--- src/rtl/mmio_bus_master.sv ---
// Single-outstanding MMIO master: pipeline request/response handshake onto a strobe-based peripheral bus.
// Define MMIO_ALIGN_CHECK_EN to reject word-misaligned requests with resp_err instead of accessing the bus.
module mmio_bus_master #(
    parameter int READ_WAIT = 0
) (
    input  logic        clk,
    input  logic        rst_n,
    input  logic        req_valid,
    output logic        req_ready,
    input  logic        req_write,
    input  logic [31:0] req_addr,
    input  logic [31:0] req_wdata,
    output logic        resp_valid,
    input  logic        resp_ready,
    output logic [31:0] resp_rdata,
    output logic        resp_err,
    output logic [31:0] address,
    output logic [31:0] write_data,
    output logic        write_enable,
    output logic        read_enable,
    input  logic [31:0] read_data
);

    typedef enum logic [1:0] {
        IDLE   = 2'd0,
        ACCESS = 2'd1,
        RESP   = 2'd2
    } state_t;

    state_t      state_r;
    state_t      state_s;
    logic [3:0]  cnt_r;
    logic [3:0]  cnt_s;
    logic        write_r;
    logic        write_s;
    logic [31:0] addr_s;
    logic [31:0] wdata_s;
    logic [31:0] rdata_s;
    logic        err_s;
    logic        we_s;
    logic        re_s;
    logic        misaligned_s;

`ifdef MMIO_ALIGN_CHECK_EN
    assign misaligned_s = (req_addr[1:0] != 2'b00);
`else
    assign misaligned_s = 1'b0;
`endif

    // Ready is forced low while reset is held so nothing is accepted during reset
    assign req_ready  = rst_n & (state_r == IDLE);
    assign resp_valid = (state_r == RESP);

    // Next-state and next-output decode
    always_comb begin
        state_s = state_r;
        cnt_s   = cnt_r;
        write_s = write_r;
        addr_s  = address;
        wdata_s = write_data;
        rdata_s = resp_rdata;
        err_s   = resp_err;
        we_s    = 1'b0;
        re_s    = 1'b0;
        case (state_r)
            IDLE: begin
                if (req_valid) begin
                    addr_s  = req_addr;
                    wdata_s = req_wdata;
                    write_s = req_write;
                    cnt_s   = 4'(READ_WAIT);
                    rdata_s = 32'h0000_0000;
                    if (misaligned_s) begin
                        state_s = RESP;
                        err_s   = 1'b1;
                    end else begin
                        state_s = ACCESS;
                        err_s   = 1'b0;
                        we_s    = req_write;
                        re_s    = ~req_write;
                    end
                end else begin
                    state_s = IDLE;
                end
            end
            ACCESS: begin
                // Strobes for the ACCESS cycle are registered on entry; the last read cycle samples read_data
                if (write_r) begin
                    state_s = RESP;
                    rdata_s = 32'h0000_0000;
                end else if (cnt_r == 4'd0) begin
                    state_s = RESP;
                    rdata_s = read_data;
                end else begin
                    cnt_s = cnt_r - 4'd1;
                    re_s  = 1'b1;
                end
            end
            RESP: begin
                if (resp_ready) begin
                    state_s = IDLE;
                end else begin
                    state_s = RESP;
                end
            end
            default: begin
                state_s = IDLE;
            end
        endcase
    end

    // State register and registered bus/response outputs
    always_ff @(posedge clk or negedge rst_n) begin
        if (!rst_n) begin
            state_r      <= IDLE;
            cnt_r        <= 4'd0;
            write_r      <= 1'b0;
            address      <= 32'h0000_0000;
            write_data   <= 32'h0000_0000;
            resp_rdata   <= 32'h0000_0000;
            resp_err     <= 1'b0;
            write_enable <= 1'b0;
            read_enable  <= 1'b0;
        end else begin
            state_r      <= state_s;
            cnt_r        <= cnt_s;
            write_r      <= write_s;
            address      <= addr_s;
            write_data   <= wdata_s;
            resp_rdata   <= rdata_s;
            resp_err     <= err_s;
            write_enable <= we_s;
            read_enable  <= re_s;
        end
    end

endmodule
--- config.mk ---
export PLATFORM = sky130hd
export DESIGN_NAME = mmio_bus_master
export DESIGN_NICKNAME = d
export VERILOG_FILES = /design/src/rtl/mmio_bus_master.sv
export SDC_FILE = /design/constraint.sdc
export NUM_CORES = 1
export LEC_CHECK = 0
export CAP_MARGIN = 5
export CORE_MARGIN = 4
export CORE_UTILIZATION = 40
export CTS_CLUSTER_SIZE = 16
export DETAILED_ROUTE_END_ITERATION = 6
export GPL_ROUTABILITY_DRIVEN = 0
export PLACE_DENSITY = 0.82
export SLEW_MARGIN = 20
export SYNTH_ARGS = -nofsm -noshare
export SYNTH_HDL_FRONTEND = slang
export SYNTH_SLANG_ARGS = --single-unit
export TNS_END_PERCENT = 50
--- constraint.sdc ---
create_clock -name clk -period 2 [get_ports clk]
set_input_delay 0.4 -clock clk [delete_from_list [all_inputs] [get_ports clk]]
set_output_delay 0.4 -clock clk [all_outputs]
set_load 0.01 [all_outputs]
==> results.py, run 1 <==
metrics = {
    "final_layout": {
        "instances_no_fill": 719,
        "syn_to_final_growth_pct": 58.4,
        "final_design_area_no_fill_um2": 6410,
        "drive_above_1_share_pct": 4.95,
        "diodes": 0,
        "finish.utilization_pct": 65.2,
        "nNetsFinal": 684,
    },
    "clock_network": {
        "worstSkewPairLatency_ps": 350,
        "cts_root_buf": "clkbuf_8",
        "cts_setup_buffers": 0,
        "htree_levels": 3,
        "numCtsBuffers": 9,
        "cts_buffer_depth": 2,
        "clock-sinks": 105,
        "path_clk_slew_ps": 90,
        "tritoncts": "done",
    },
    "route": {
        "drtAntennaViolNets": 0,
        "wirelength_mm": 11.0,
        "first_iter_violations": 141,
        "wire_per_inst_um": 15.3,
        "drc": 0,
        "drt_pass1_iterations": 4,
        "vias": 3464,
        "vias_per_cell": 4.82,
    },
    "setup_path": {
        "cp.required_ps": 2240,
        "r2r_start": "cnt_r[0]$_DFFE_PN0P_",
        "worst_ep_arrival_time_ps": 1960,
        "worstSetupEndpointType": "register",
        "critical_path.max_fanout": 6,
        "cp-start-kind": "register",
        "worstSetupPathType": "reg -> reg",
        "r2r_slack_ps": 280,
        "reg2reg_to": "cnt_r[1]$_DFFE_PN0P_",
        "reg2regPathDepth": 6,
    },
    "logic_synthesis": {
        "synth_edf_count": 0,
        "synth-adder-area-share_pct": 0.619,
        "synthTopCellsByArea": "dfrtp_1 (65%), nand2_1 (18%), a32o_1 (7.9%)",
        "yosysMostFrequentCell": "nand2_1",
        "synth_compound_area_share_pct": 9.59,
        "seq_area_frac_synth_pct": 65.0,
        "synth-xor-area-share_pct": 0,
        "syn-instance-count": 388,
        "synth.area.mux_share_pct": 0.526,
        "synth_nets": 491,
        "netlist.area_leader.share_pct": 65.0,
        "ys.flop_type": "dfrtp_1",
        "syn-cell-area_um2": 4040,
        "synthTopCellsByCount": "nand2_1 (192), dfrtp_1 (105), a32o_1 (32), buf_2 (9), buf_1 (7)",
        "synth_area_leader_cell": "dfrtp_1",
        "async_flop_share_pct": 100,
        "syn_avg_cell_area_um2": 10.4,
        "synthDistinctLibCells": 29,
        "synthSimpleGateAreaFrac_pct": 20.6,
        "synth.ff_latch_count": 105,
        "ys_warn_count": 0,
        "synth_top_family_by_area": "simple AND/OR/NAND/NOR gates",
    },
    "global_routing": {
        "grt_pass1_vias": 3539,
        "grt_use_total_pct": 18.7,
        "grt_pass1_wl_mm": 17.5,
        "grt_max_degree": 56,
        "antenna_found_initial": 0,
        "grt-ovfl-total": 0,
    },
    "status": {
        "status": "completed",
    },
    "die": {
        "placementRows": 36,
        "die_w_um": 109,
        "die_h_um": 109,
        "core_um2": 9820,
        "start_util_pct": 41.2,
        "dieArea_um2": 11800,
        "ioPinCount": 202,
    },
    "sta": {
        "finalCritPeriodShare_pct": 86.2,
        "tns_ps": 0,
        "fmax_mhz": 580,
        "rsz0062_at_grt": "no",
        "relSlewSlack_pct": 54.7,
        "fin_ws_ps": 275,
        "slew_viol_final": 0,
        "hold_viol": 0,
        "setup_viol": 0,
        "worst_pin_slew_ps": 679,
        "fin_skew_ps": 8.28,
        "holdWs_ps": 164,
        "fin_crit_ps": 1720,
    },
    "placement": {
        "placed_cell_area_um2": 6200,
        "dpl.hpwl_mm": 7.95,
        "dp.cells": 703,
        "dp_slack_ps": 47.0,
        "io_buffers": 200,
    },
    "power_and_ir_drop": {
        "p_total_mw": 8.68,
        "max-vdd-ir-drop_mv": 0.638,
        "p_leak_nw": 3.03,
        "p_per_area_nw_per_um2": 1350,
    },
    "worst_hold_path": {
        "min_path_type": "in -> async",
    },
    "flow_run": {
        "drv_cap": 0,
    },
}
-- final cells by class --
class | count | area [um2]
clock buffer | 14 | 173
clock inverter | 2 | 35.0
fill | 805 | 3410
inverter | 4 | 15.0
multi-input combinational | 253 | 1280
sequential | 105 | 2630
tap | 133 | 166
timing repair buffer | 208 | 2110
-- cell families after synthesis --
kind of cell,Yosys count
fa+ha+maj,2
simple gates,207
flops,105
other cells,1
mux,2
compound gates,41
buf+inv,30
-- placed cells by master (no fill, tap or decap), types with 2 or more instances in the layout --
| cell type | netlist | routed |
|---|---|---|
| clkdlybuf4s50_1 | 0 | 197 |
| buf_4 | 4 | 5 |
| inv_1 | 3 | 3 |
| nand2b_1 | 3 | 3 |
| and2_1 | 2 | 2 |
| dfrtp_1 | 105 | 104 |
| nor3b_2 | 1 | 2 |
| ha_1 | 2 | 2 |
| a21o_1 | 2 | 2 |
| clkbuf_8 | 0 | 12 |
| nand2_1 | 192 | 192 |
| o21ai_0 | 2 | 2 |
| nor3b_1 | 4 | 3 |
| clkbuf_1 | 5 | 2 |
| buf_12 | 0 | 4 |
| a32o_1 | 32 | 32 |
-- routing by layer --
layer | up-vias | part of all wire (%) | global-route usage [%]
li1 | 1655 | - | -
met1 | 1648 | 42 | 23.5
met2 | 145 | 48 | 31.0
met3 | 16 | 8.6 | 5.55
met4 | 0 | 1.5 | 6.40
met5 | - | 0 | 0
-- how the worst max path moves through the flow --
stage	startpoint	endpoint	slack [ps]
after floorplan	cnt_r[0]$_DFFE_PN0P_	resp_rdata[10]$_DFFE_PN0P_	420
after global placement	req_valid	write_r$_DFFE_PN0P_	70
after detailed placement	req_valid	cnt_r[1]$_DFFE_PN0P_	50
after CTS	state_r[0]$_DFFE_PN0P_	resp_valid	2
after global routing	cnt_r[0]$_DFFE_PN0P_	cnt_r[1]$_DFFE_PN0P_	150
final	cnt_r[0]$_DFFE_PN0P_	cnt_r[1]$_DFFE_PN0P_	280
-- registers in the layout, indices dropped and copies added, names as in the netlist --
signal	flops
write_enable	1
state_r	2
resp_rdata	32
write_data	32
write_r	1
cnt_r	4
address	32
read_enable	1
-- critical path: stages (launching register included) --
cell and delay (ps):
dfrtp_1 430, inv_1 90, ha_1 140, nor3b_2 340, o21a_1 250, inv_2 60, mux2_1 300
-- timing repair --
action | 4_1_cts | 5_1_grt
hold buffers | 0 | 0
endpoints found under the setup margin | 2 | 1
gates resized for setup | 2 | 1
-- report_power, final --
group,switching (mW),total [mW],internal [mW]
logic,1.84,3.94,2.10
clock network,0.670,1.35,0.682
registers,0.455,3.38,2.93
Power figures use the tool's default switching activity.
==> run 2, diff against run 1 <==
--- a/config.mk
+++ b/config.mk
@@ -6,7 +6,7 @@
 export NUM_CORES = 1
 export LEC_CHECK = 0
 export CAP_MARGIN = 5
-export CORE_MARGIN = 4
+export CORE_MARGIN = 2
 export CORE_UTILIZATION = 40
 export CTS_CLUSTER_SIZE = 16
 export DETAILED_ROUTE_END_ITERATION = 6
==> constraint.sdc (replaced) <==
create_clock -name clk -period 2 [get_ports clk]
set_input_delay 0.3 -clock clk [delete_from_list [all_inputs] [get_ports clk]]
set_output_delay 0.3 -clock clk [all_outputs]
set_load 0.01 [all_outputs]
==> run 2 against run 1 <==
Compared with the run above: total power is 0.44% lower; flip-flop and latch count unchanged; critical path type is now reg -> out; clock skew is 2.2 ps higher; first-iteration DRC count grew 3.5%; largest cell class unchanged; clock power is essentially flat; count of clock-buffer cells in the layout stayed put; non-clock buffer count increased by 1; fmax is 8.0% lower; utilization up 0.22 points.
==> results.py, run 2 (synthesized netlist as in run 1, its figures left out) <==
metrics = {
    "final_layout": {
        "nNetsFinal": 685,
        "instances_no_fill": 720,
        "syn_to_final_growth_pct": 58.2,
        "final_common_cell": "clkdlybuf4s50_1",
        "final_design_area_no_fill_um2": 6400,
        "drive_above_1_share_pct": 4.94,
        "final_cell_mix": "clkdlybuf4s50_1 (199), nand2_1 (192), dfrtp_1 (105), a32o_1 (32), clkbuf_8 (12)",
        "finish.utilization_pct": 65.5,
        "largestRegisters": "address x32, resp_rdata x32, write_data x32",
        "diodes": 0,
    },
    "global_routing": {
        "antenna_found_initial": 0,
        "grt_use_total_pct": 19.4,
        "grt_pass1_wl_mm": 17.1,
        "grt_max_degree": 64,
        "grt_pass1_vias": 3611,
        "grt-ovfl-total": 0,
    },
    "sta": {
        "finalCritPeriodShare_pct": 93.8,
        "fmax_mhz": 533,
        "fin_skew_ps": 10.5,
        "relSlewSlack_pct": 56.2,
        "tns_ps": 0,
        "slew_viol_final": 0,
        "fin_ws_ps": 125,
        "hold_viol": 0,
        "worst_pin_slew_ps": 656,
        "rsz0062_at_grt": "no",
        "setup_viol": 0,
        "fin_crit_ps": 1880,
    },
    "die": {
        "placementRows": 36,
        "dieArea_um2": 10900,
        "start_util_pct": 41.4,
        "core_um2": 9770,
        "die_w_um": 105,
        "die_h_um": 105,
        "ioPinCount": 202,
    },
    "power_and_ir_drop": {
        "max-vdd-ir-drop_mv": 0.771,
        "switching_share_pct": 33.9,
        "p_leak_nw": 3.01,
        "p_per_area_nw_per_um2": 1350,
        "clkPwrFrac_pct": 15.5,
        "p_sw_mw": 2.93,
        "seqPwrFrac_pct": 39.3,
        "pwr-share-comb_pct": 45.2,
        "internal_power_mw": 5.71,
    },
    "setup_path": {
        "max_stage_delay_ps": 560,
        "cp-start-kind": "register",
        "cp_slowest_cell": "clkdlybuf4s50_1",
        "worstSetupPathType": "reg -> out",
        "reg2regPathDepth": 6,
        "r2r_slack_ps": 300,
        "critical_path.max_fanout": 7,
        "worst_ep_arrival_time_ps": 1580,
        "worstSetupEndpointType": "primary output",
        "cp.required_ps": 1700,
        "path_cells": "nor3b_1 -> clkdlybuf4s50_1",
    },
    "clock_network": {
        "htree_levels": 3,
        "clock-sinks": 105,
        "cts_buffer_depth": 2,
        "cts_root_buf": "clkbuf_8",
        "tritoncts": "done",
        "postCtsHoldBufs": 0,
        "worstSkewPairLatency_ps": 350,
        "numCtsBuffers": 9,
        "path_clk_slew_ps": 90,
        "ctsResizeCount": 0,
        "cts_setup_buffers": 0,
    },
    "route": {
        "drtAntennaViolNets": 0,
        "wirelength_mm": 10.6,
        "vias": 3464,
        "wire_per_inst_um": 14.7,
        "drc": 0,
        "first_iter_violations": 146,
        "vias_per_cell": 4.81,
        "drt_pass1_iterations": 4,
    },
    "placement": {
        "dp.cells": 704,
        "placed_cell_area_um2": 6190,
        "io_buffers": 200,
        "dpl.hpwl_mm": 7.74,
        "dp_slack_ps": 116,
    },
    "status": {
        "status": "completed",
    },
    "flow_run": {
        "drv_cap": 0,
    },
    "worst_hold_path": {
        "min_path_type": "in -> async",
    },
}
[run 2: changes by cell type in the layout (fill, tap and decap cells not counted)]
| cell | before | now |
|---|---|---|
| clkdlybuf4s50_1 | 197 | 199 |
| dfrtp_2 | 1 | 0 |
| dfrtp_1 | 104 | 105 |
| dlymetal6s2s_1 | 1 | 0 |
| dlygate4sd2_1 | 1 | 0 |
| buf_12 | 4 | 3 |
| buf_4 | 5 | 7 |
[run 2: cell type report]
| class | count | area [um2] |
|---|---|---|
| tap | 133 | 166 |
| inverter | 4 | 15.0 |
| fill | 786 | 3380 |
| clock inverter | 2 | 35.0 |
| timing repair buffer | 209 | 2100 |
| clock buffer | 14 | 173 |
| sequential | 105 | 2630 |
| multi-input combinational | 253 | 1280 |
[run 2: path summary, 6_finish.rpt]
path                                    startpoint                    endpoint
min                                          rst_n     address[27]$_DFFE_PN0P_
max reg2reg                   cnt_r[0]$_DFFE_PN0P_        cnt_r[1]$_DFFE_PN0P_
min in group clk                     req_wdata[29]  write_data[29]$_DFFE_PN0P_
max in group asynchronous                    rst_n      address[4]$_DFFE_PN0P_
min reg2reg                address[10]$_DFFE_PN0P_     address[10]$_DFFE_PN0P_
max                         state_r[0]$_DFFE_PN0P_                   req_ready
[run 2: layer usage]
metal	vias up	global-route usage (%)	wire length, um
li1	1656	-	-
met1	1653	22.9	4290
met2	135	33.1	5290
met3	20	5.68	757
met4	0	7.72	217
met5	-	0	0
[run 2: power groups by stage]
stage | registers, mW | clock network [mW] | logic [mW]
after floorplan | 3.75 | 0 | 1.38
after global placement | 3.40 | 0 | 3.83
after detailed placement | 3.44 | 0 | 3.95
after CTS | 3.41 | 1.39 | 3.96
after global routing | 3.50 | 1.48 | 4.25
final | 3.40 | 1.34 | 3.90
[run 2: through the flow]
stage	total power, mW	hold slack (ps)
after floorplan	5.13	4.41
after global placement	7.22	456
after detailed placement	7.39	462
after CTS	8.77	80.3
after global routing	9.23	112
final	8.64	78.2
[run 2: worst max-delay path: cells and delay by family (launching register included)]
kind / cells / cell delay, ps
buf+inv: 1 / 560
flops: 1 / 450
simple gates: 1 / 210
